**src/rtl/mips_pkg.sv**
```systemverilog
// Shared MIPS control constants: opcodes, funct codes, ALU encodings,
// datapath select values and the multi-cycle control state encoding.
package mips_pkg;

  localparam logic [5:0] OP_RTYPE = 6'h00;
  localparam logic [5:0] OP_J     = 6'h02;
  localparam logic [5:0] OP_BEQ   = 6'h04;
  localparam logic [5:0] OP_ADDI  = 6'h08;
  localparam logic [5:0] OP_LW    = 6'h23;
  localparam logic [5:0] OP_SW    = 6'h2B;

  localparam logic [5:0] FN_ADD = 6'h20;
  localparam logic [5:0] FN_SUB = 6'h22;
  localparam logic [5:0] FN_AND = 6'h24;
  localparam logic [5:0] FN_OR  = 6'h25;

  localparam logic [3:0] ALU_ADD = 4'b0010;
  localparam logic [3:0] ALU_SUB = 4'b0110;
  localparam logic [3:0] ALU_AND = 4'b0000;
  localparam logic [3:0] ALU_OR  = 4'b0001;

  localparam logic [1:0] SRCB_B      = 2'b00;
  localparam logic [1:0] SRCB_FOUR   = 2'b01;
  localparam logic [1:0] SRCB_IMM    = 2'b10;
  localparam logic [1:0] SRCB_IMM_SH = 2'b11;

  localparam logic [1:0] PC_ALU    = 2'b00;
  localparam logic [1:0] PC_ALUOUT = 2'b01;
  localparam logic [1:0] PC_JUMP   = 2'b10;

  // Operation class handed to the ALU decoder by the FSM
  typedef enum logic [1:0] {
    ALUOP_ADD   = 2'b00,
    ALUOP_SUB   = 2'b01,
    ALUOP_FUNCT = 2'b10
  } alu_op_t;

  typedef enum logic [3:0] {
    S_FETCH   = 4'd0,
    S_DECODE  = 4'd1,
    S_MEMADR  = 4'd2,
    S_MEMRD   = 4'd3,
    S_MEMWB   = 4'd4,
    S_MEMWR   = 4'd5,
    S_EXECUTE = 4'd6,
    S_ALUWB   = 4'd7,
    S_BRANCH  = 4'd8,
    S_ADDIEX  = 4'd9,
    S_ADDIWB  = 4'd10,
    S_JUMP    = 4'd11
  } state_t;

endpackage

```
**src/rtl/alu_decoder.sv**
```systemverilog
// Maps the FSM's operation class and the R-type funct field onto the
// 4-bit ALU opcode, flagging funct codes the datapath cannot execute.
module alu_decoder
  import mips_pkg::*;
(
  input  alu_op_t    alu_op,
  input  logic [5:0] funct,
  output logic [3:0] alu_control,
  output logic       funct_valid
);

  always_comb begin
    alu_control = ALU_ADD;
    funct_valid = 1'b1;
    case (alu_op)
      ALUOP_SUB: alu_control = ALU_SUB;
      ALUOP_FUNCT: begin
        case (funct)
          FN_ADD:  alu_control = ALU_ADD;
          FN_SUB:  alu_control = ALU_SUB;
          FN_AND:  alu_control = ALU_AND;
          FN_OR:   alu_control = ALU_OR;
          default: funct_valid = 1'b0;
        endcase
      end
      default: alu_control = ALU_ADD;
    endcase
  end

endmodule

```
**src/rtl/mc_control.sv**
```systemverilog
// Multi-cycle MIPS main control: Moore FSM sequencing fetch, decode,
// execute, memory and writeback, with mem_ready/zero/funct fast paths.
module mc_control
  import mips_pkg::*;
(
  input  logic       clk,
  input  logic       rst_n,
  input  logic [5:0] opcode,
  input  logic [5:0] funct,
  input  logic       zero,
  input  logic       mem_ready,
  output logic [3:0] alu_control,
  output logic       alu_src_a,
  output logic [1:0] alu_src_b,
  output logic [1:0] pc_src,
  output logic       pc_en,
  output logic       iord,
  output logic       mem_write,
  output logic       ir_write,
  output logic       reg_dst,
  output logic       mem_to_reg,
  output logic       reg_write,
  output logic       illegal
);

  state_t  state, next_state, out_state;
  alu_op_t alu_op;
  logic    is_store;
  logic    funct_valid;
  logic    pc_write, branch, ir_wr, mem_wr, reg_wr, ill;

  // The lw/sw split is latched in DECODE so MEMADR never looks at opcode
  always_ff @(posedge clk) begin
    if (!rst_n) begin
      state    <= S_FETCH;
      is_store <= 1'b0;
    end else begin
      state <= next_state;
      if (state == S_DECODE) is_store <= (opcode == OP_SW);
    end
  end

  assign out_state = rst_n ? state : S_FETCH;

  alu_decoder u_alu_decoder (
    .alu_op      (alu_op),
    .funct       (funct),
    .alu_control (alu_control),
    .funct_valid (funct_valid)
  );

  always_comb begin
    next_state = S_FETCH;
    alu_op     = ALUOP_ADD;
    alu_src_a  = 1'b0;
    alu_src_b  = SRCB_B;
    pc_src     = PC_ALU;
    iord       = 1'b0;
    reg_dst    = 1'b0;
    mem_to_reg = 1'b0;
    pc_write   = 1'b0;
    branch     = 1'b0;
    ir_wr      = 1'b0;
    mem_wr     = 1'b0;
    reg_wr     = 1'b0;
    ill        = 1'b0;
    case (out_state)
      S_FETCH: begin
        alu_src_b  = SRCB_FOUR;
        ir_wr      = mem_ready;
        pc_write   = mem_ready;
        next_state = mem_ready ? S_DECODE : S_FETCH;
      end
      S_DECODE: begin
        alu_src_b = SRCB_IMM_SH;
        case (opcode)
          OP_LW, OP_SW: next_state = S_MEMADR;
          OP_RTYPE:     next_state = S_EXECUTE;
          OP_BEQ:       next_state = S_BRANCH;
          OP_ADDI:      next_state = S_ADDIEX;
          OP_J:         next_state = S_JUMP;
          default:      ill        = 1'b1;
        endcase
      end
      S_MEMADR: begin
        alu_src_a  = 1'b1;
        alu_src_b  = SRCB_IMM;
        next_state = is_store ? S_MEMWR : S_MEMRD;
      end
      S_MEMRD: begin
        iord       = 1'b1;
        next_state = mem_ready ? S_MEMWB : S_MEMRD;
      end
      S_MEMWB: begin
        mem_to_reg = 1'b1;
        reg_wr     = 1'b1;
      end
      S_MEMWR: begin
        iord       = 1'b1;
        mem_wr     = 1'b1;
        next_state = mem_ready ? S_FETCH : S_MEMWR;
      end
      S_EXECUTE: begin
        alu_src_a  = 1'b1;
        alu_op     = ALUOP_FUNCT;
        ill        = ~funct_valid;
        next_state = funct_valid ? S_ALUWB : S_FETCH;
      end
      S_ALUWB: begin
        reg_dst = 1'b1;
        reg_wr  = 1'b1;
      end
      S_BRANCH: begin
        alu_src_a = 1'b1;
        alu_op    = ALUOP_SUB;
        pc_src    = PC_ALUOUT;
        branch    = 1'b1;
      end
      S_ADDIEX: begin
        alu_src_a  = 1'b1;
        alu_src_b  = SRCB_IMM;
        next_state = S_ADDIWB;
      end
      S_ADDIWB: reg_wr = 1'b1;
      S_JUMP: begin
        pc_src   = PC_JUMP;
        pc_write = 1'b1;
      end
      default: next_state = S_FETCH;
    endcase
  end

  // Reset suppresses every side effect on the datapath immediately
  assign pc_en     = rst_n & (pc_write | (branch & zero));
  assign ir_write  = rst_n & ir_wr;
  assign mem_write = rst_n & mem_wr;
  assign reg_write = rst_n & reg_wr;
  assign illegal   = rst_n & ill;

endmodule

```
**config.mk**
```make
export PLATFORM = sky130hd
export DESIGN_NAME = mc_control
export DESIGN_NICKNAME = d
export VERILOG_FILES = /design/src/rtl/mips_pkg.sv /design/src/rtl/alu_decoder.sv /design/src/rtl/mc_control.sv
export SDC_FILE = /design/constraint.sdc
export NUM_CORES = 1
export LEC_CHECK = 0
export ABC_AREA = 1
export CORE_MARGIN = 2
export CORE_UTILIZATION = 37
export DETAILED_ROUTE_END_ITERATION = 8
export PLACE_DENSITY = 0.82
export SLEW_MARGIN = 5
export SYNTH_ARGS = -nofsm -noshare
export SYNTH_HDL_FRONTEND = slang
export SYNTH_SLANG_ARGS = --single-unit
```
**constraint.sdc**
```tcl
create_clock -name clk -period 3.05 [get_ports clk]
set_clock_uncertainty 0.2 [all_clocks]
set_input_delay 0.305 -clock clk [delete_from_list [all_inputs] [get_ports clk]]
set_output_delay 0.305 -clock clk [all_outputs]
set_load 0.01 [all_outputs]
```
* Word level (Yosys, flattened, before mapping) *
Index checks and enable logic that the tools add are counted.

word-level totals
  logic and storage cells = 68
  bits in writable memories = 0
  latch bits = 0
  memories kept = 0
  register bits = 5
  output and inout bits = 17
  bits of input ports = 16
  ROM bits = 0

operators by class
  $lt $le $gt $ge = 0
  multiplexer cells = 26
  shift operators = 0
  equality and inequality tests = 23
  reduce and logical (&&, ||, !) cells = 9
  div/mod/pow operators = 0
  bitwise operators = 8
  $add $sub $neg = 0
  multiply operators = 0

operator list
  kind                                                                    count
  6-bit equality test (second input constant)                             6
  4-bit one-hot mux with 7 select lines                                   1
  4-bit one-hot mux with 5 select lines                                   1
  4-bit by 3-bit equality test with 1-bit output (second input constant)  4
  4-bit equality test (second input constant)                             4
  1-bit two-way mux                                                       12
  3-bit two-way mux                                                       4
  3-bit one-hot mux with 3 select lines                                   1
  4-bit by 1-bit equality test with 1-bit output (second input constant)  2
  4-bit by 2-bit equality test with 1-bit output (second input constant)  2
  2-bit one-hot mux with 2 select lines                                   2
  4-bit one-hot mux with 2 select lines                                   1
  4-bit OR reduction                                                      2
  1-bit AND                                                               6
  6-bit by 2-bit equality test with 1-bit output (second input constant)  1
  6-bit by 3-bit equality test with 1-bit output (second input constant)  1
  6-bit by 4-bit equality test with 1-bit output (second input constant)  1
  6-bit logical NOT                                                       1
  2-bit one-hot mux with 3 select lines                                   1
  2-bit OR reduction                                                      3
  6-bit OR reduction                                                      1
  4-bit logical NOT                                                       1
  4-bit two-way mux                                                       1
  1-bit one-hot mux with 2 select lines                                   2
  other kinds (5)                                                         5

* Longest topological paths before layout *
  depth in word-level cells = 8
  mapped depth = 11
  gate-level depth less buffers = 10

* By module *
A second synthesis with hierarchy kept.

second synthesis, totals
  cell total of the unflattened synthesis = 132
  area, all modules = 700.7 µm²

modules (own cells, without submodules)
  module       area each (µm²)  cells each  times used  sequential area each (µm²)
  mc_control   550.5            101         1           100.1
  alu_decoder  150.1            31          1           0.0

* Worst setup path before layout *
No wires, ideal clock.

  path kind = input to output
  from = in rst_n
  to = out alu_control[1]
  setup slack = 1.057 ns
  required time = 2.545 ns
  buffers on the path = 1
  data arrival time = 1.488 ns
  stages on the path = 6
  cell sequence = buf_6 nand3_1 nor2_1 inv_1 ha_1 a211o_1

between the ends
  longest elaborated chain between the ends = 5
  elaborated cells on any way between the ends = 7
  those cells by class = 4 x eq/ne; 3 x mux

ends and longest elaborated chain
  item                                                                                          RTL line           text
  start, declared                                                                               mc_control.sv:7    input logic rst_n,
  4-bit two-way mux (*)                                                                         mc_control.sv:43   assign out_state = rst_n ? state : S_FETCH;
  4-bit equality test / 4-bit by 3-bit equality test with 1-bit output (equally long branches)  mc_control.sv:67   case (out_state)
  2-bit one-hot mux with 2 select lines (*)                                                     mc_control.sv:67
  2-bit equality test / 2-bit by 1-bit equality test with 1-bit output (equally long branches)  alu_decoder.sv:15  case (alu_op)
  4-bit one-hot mux with 2 select lines (*)                                                     alu_decoder.sv:15
  end, declared                                                                                 mc_control.sv:12   output logic [3:0] alu_control,

Every way passes the cells marked *; elsewhere a longest branch is shown, timed or not.

* Worst setup path after layout *
  from = reg state[1]
  to = out illegal

between the ends
  longest elaborated chain between the ends = 8
  elaborated cells on any way between the ends = 10
  those cells by class = 4 x eq/ne; 4 x mux; 2 x bitwise

ends and longest elaborated chain
  item                                                                                          RTL line           text
  start, declared                                                                               mc_control.sv:26   state_t state, next_state, out_state;
  start signal, assigned                                                                        mc_control.sv:38   state <= next_state;
  4-bit two-way mux (*)                                                                         mc_control.sv:43
  4-bit equality test / 4-bit by 3-bit equality test with 1-bit output (equally long branches)  mc_control.sv:67
  2-bit one-hot mux with 2 select lines                                                         mc_control.sv:67
  2-bit equality test                                                                           alu_decoder.sv:15
  1-bit two-way mux                                                                             alu_decoder.sv:15
  1-bit NOT                                                                                     mc_control.sv:106  ill = ~funct_valid;
  1-bit one-hot mux with 2 select lines (*)                                                     mc_control.sv:67
  1-bit AND (*)                                                                                 mc_control.sv:138  assign illegal = rst_n & ill;
  end, declared                                                                                 mc_control.sv:23   output logic illegal

Marked as above.

==> summary.md <==
| Metric | Value |
|---|---|
| CTS H-tree depth | `1` |
| Drt total wl | `1810 um` |
| Cell chain of the critical path | `nand2_2, nor2_2, inv_2, nor2_8, ha_1, nand3_1, o21ai_1, clkdlybuf4s50_1` |
| Post-route minimum period | `2600 ps` |
| Number of nets in the synthesized netlist | `132` |
| Critical hold path startpoint | `is_store$_SDFFE_PN0N_` |
| Die height | `45.7 um` |
| Most used standard cell by instance count after synthesis | `sky130_fd_sc_hd__nor2_1` |
| Clock net sink count | `5` |
| Timing-limited maximum frequency | `384 MHz` |
| Number of nets still failing antenna checks after routing | `0` |
| Via count of the first global-routing pass | `789` |
| Number of buffers added by the clock tree synthesis step | `3` |
| Number of instances in the synthesized netlist | `114` |
| Die width | `45.7 um` |
| Final worst path period share | `85.3%` |
| Clock Path Buffers | `2` |
| Area leader, netlist | `sky130_fd_sc_hd__dfxtp_1` |
| Hold_buf cts | `0` |
| Critical Path Max Stage Delay | `550 ps` |
| Number of max-cap violations | `0` |
| Arrival time worst endpoint | `2100 ps` |
| CP delay by family, top | `buffers and inverters` |
| Number of enable flip-flop cells after synthesis | `0` |
| Area grow syn2layout | `56.6%` |
| Effective utilization at floorplan | `38.5%` |
| Required time of the worst setup path | `2540 ps` |
| Detailed-route DRC error count | `0` |
| Average vias per placed instance | `5.05` |
| IO Port Bufs | `31` |
| Insertion delay of the later-clocked pin in the worst-skew pair | `240 ps` |
| Hold Crit Endpoint | `is_store$_SDFFE_PN0N_` |
| Clock transition at path regs | `40 ps` |
| Flip-flop cell with the highest count after synthesis | `sky130_fd_sc_hd__dfxtp_1` |
| Worst R2R Start | `state[1]$_SDFF_PN0_` |
| Setup repair after global routing missed its margin | `no` |
| Result of the run | `finished, final reports clean` |
| Number of diodes | `0` |
| Starting DRC count in detailed routing | `13` |
| Final Net Count | `169` |
| First-pass iteration count of the detailed router | `4` |
| Overall die area | `0.00209 mm2` |
| Share of the synthesized area in the top cell type | `15.6%` |
| Static leakage | `0.474 nW` |
| Critical path type | `register to primary output` |
| Global placer's final weighted congestion | `0.870` |
| Routed WL per cell | `10.9 um` |
| Worst path bufs/invs | `2` |
| Synthesized area | `643 um2` |
| Dpl cells | `163` |
| Via count | `843` |
| Critical Path Start Type | `register` |
| Final standard cell count with taps included and fillers excluded | `167` |
| Syn avg cell area | `5.64 um2` |
| Number of gates resized after CTS | `0` |
| FF+latch count, synth | `5` |
| TNS Setup | `0 ps` |
| Post-CTS Setup Bufs | `0` |
| Estimated wirelength of the detail-placed design | `1550 um` |
| Number of I/O pins | `33` |
| Total power density per cell area | `200 mW/mm2` |
| Netlist cell types | `22` |
| Worst VDD drop | `0.222 mV` |
| Final count of hold timing violations | `0` |
| Global-route wire length before repair | `2970 um` |
| Remaining global-route overflow | `0` |
| Flop2flop setup slack | `1240 ps` |
| Combined global-route utilization of all metal layers | `18.7%` |
| Capture instance of the worst register-to-register path | `state[0]$_SDFF_PN0_` |
| Crit-path max FO | `5` |
| Clock tree root driver cell | `sky130_fd_sc_hd__clkbuf_4` |
| Number of placement rows | `15` |
| Top cells by area in the synthesized netlist | `sky130_fd_sc_hd__dfxtp_1, sky130_fd_sc_hd__nor2_1, sky130_fd_sc_hd__nand3_1, sky130_fd_sc_hd__inv_1, sky130_fd_sc_hd__nand2_1` |
| Clock tree from TritonCTS | `done` |
| Placeable Area | `0.00167 mm2` |
| Hold Crit Depth | `2` |
| Crit. End Element | `primary output` |
| Final worst hold slack | `311 ps` |
| Synth warn | `0` |
| Final-report setup violation count | `0` |
| Share of post-route cells with drive strength above 1 | `13.3%` |
| Async S/R FF share, synth | `0%` |
| Hold crit path type | `register to register` |
| Number of antenna violations at the first check in global routing | `0` |
| Largest net degree at the start of global routing | `8` |
| Seq/Total Area, Yosys | `15.6%` |
| Depth of the worst register-to-register path | `10` |
| Slowest stage cell on the critical path | `sky130_fd_sc_hd__clkdlybuf4s50_1` |
| Most instantiated cells after synthesis | `sky130_fd_sc_hd__nor2_1, sky130_fd_sc_hd__inv_1, sky130_fd_sc_hd__nand2_1, sky130_fd_sc_hd__nand3_1` |
| Max Transition Viols Final | `0` |
## cell type report
type                            count  area, um2
Fill cell                         169        663
Inverter                           20       75.1
Sequential cell                     5        100
Timing Repair Buffer               34        335
Multi-Input combinational cell     87        449
Tap cell                           17       21.3
Clock buffer                        4       26.3
## cells by family after synthesis
| kind of cell | synth area share (%) |
|---|---|
| compound gates | 10.7 |
| simple gates | 54.7 |
| fa+ha+maj | 3.89 |
| buf+inv | 14.6 |
| other cells | 0.583 |
| flops | 15.6 |
## worst max-delay path by stage
| stage | start | endpoint | slack [ps] | cells after the start |
|---|---|---|---|---|
| after floorplan | rst_n | alu_control[1] | 1060 | 6 |
| after global placement | rst_n | illegal | 200 | 9 |
| after detailed placement | rst_n | illegal | 130 | 9 |
| after CTS | rst_n | illegal | 130 | 9 |
| after global routing | state[1]$_SDFF_PN0_ | illegal | 310 | 8 |
| final | state[1]$_SDFF_PN0_ | illegal | 450 | 8 |
## worst register-to-register path, stage by stage, from the launching register on
cell	delay, ps
sky130_fd_sc_hd__dfxtp_1	390
sky130_fd_sc_hd__nand2_2	70
sky130_fd_sc_hd__nor2_2	150
sky130_fd_sc_hd__inv_2	90
sky130_fd_sc_hd__nor2_8	110
sky130_fd_sc_hd__ha_1	220
sky130_fd_sc_hd__nand3_1	130
sky130_fd_sc_hd__nand2_2	100
sky130_fd_sc_hd__nand2_1	60
sky130_fd_sc_hd__nor2_1	150
sky130_fd_sc_hd__nor2_2	40
## cells in the final DEF, fill, tap and decap left out, types with 4 or more instances in the layout
cell type,synthesis,final
sky130_fd_sc_hd__inv_2,5,5
sky130_fd_sc_hd__dfxtp_1,5,5
sky130_fd_sc_hd__a21oi_1,5,5
sky130_fd_sc_hd__nor2_1,25,25
sky130_fd_sc_hd__o21ai_0,4,4
sky130_fd_sc_hd__inv_1,15,15
sky130_fd_sc_hd__nand2_1,15,15
sky130_fd_sc_hd__nand2_2,4,4
sky130_fd_sc_hd__nand3_1,15,15
sky130_fd_sc_hd__clkdlybuf4s50_1,0,30
## registers in the layout, summed over array words and instances, names as in the netlist
signal,count
state,4
is_store,1
## routing by layer
metal,routed length (um),part of all wire [%],GRT usage [%],vias up
met5,0,0,0,-
met4,0,0,4.00,0
li1,-,-,-,436
met2,961,53,35.2,25
met1,786,43,21.6,382
met3,64,3.5,3.57,0
## report_power, final
| group | internal, mW | leakage, nW | switching [mW] |
|---|---|---|---|
| logic | 0.0308 | 0.419 | 0.0264 |
| registers | 0.0669 | 0.0405 | 0.00182 |
| clock network | 0.0494 | 0.0150 | 0.0258 |
## through the flow
stage	total power [mW]	worst slack, ps	util (%)	instance area (um2)
3_5_place_dp	0.127	130	58.6	978
2_1_floorplan	0.0948	1060	-	643
4_1_cts	0.205	130	60.1	1000
6_report	0.201	449	60.3	1010
5_1_grt	0.214	306	60.3	1010
3_3_place_gp	0.125	199	58.6	978
(Power assumes the default switching activity.)
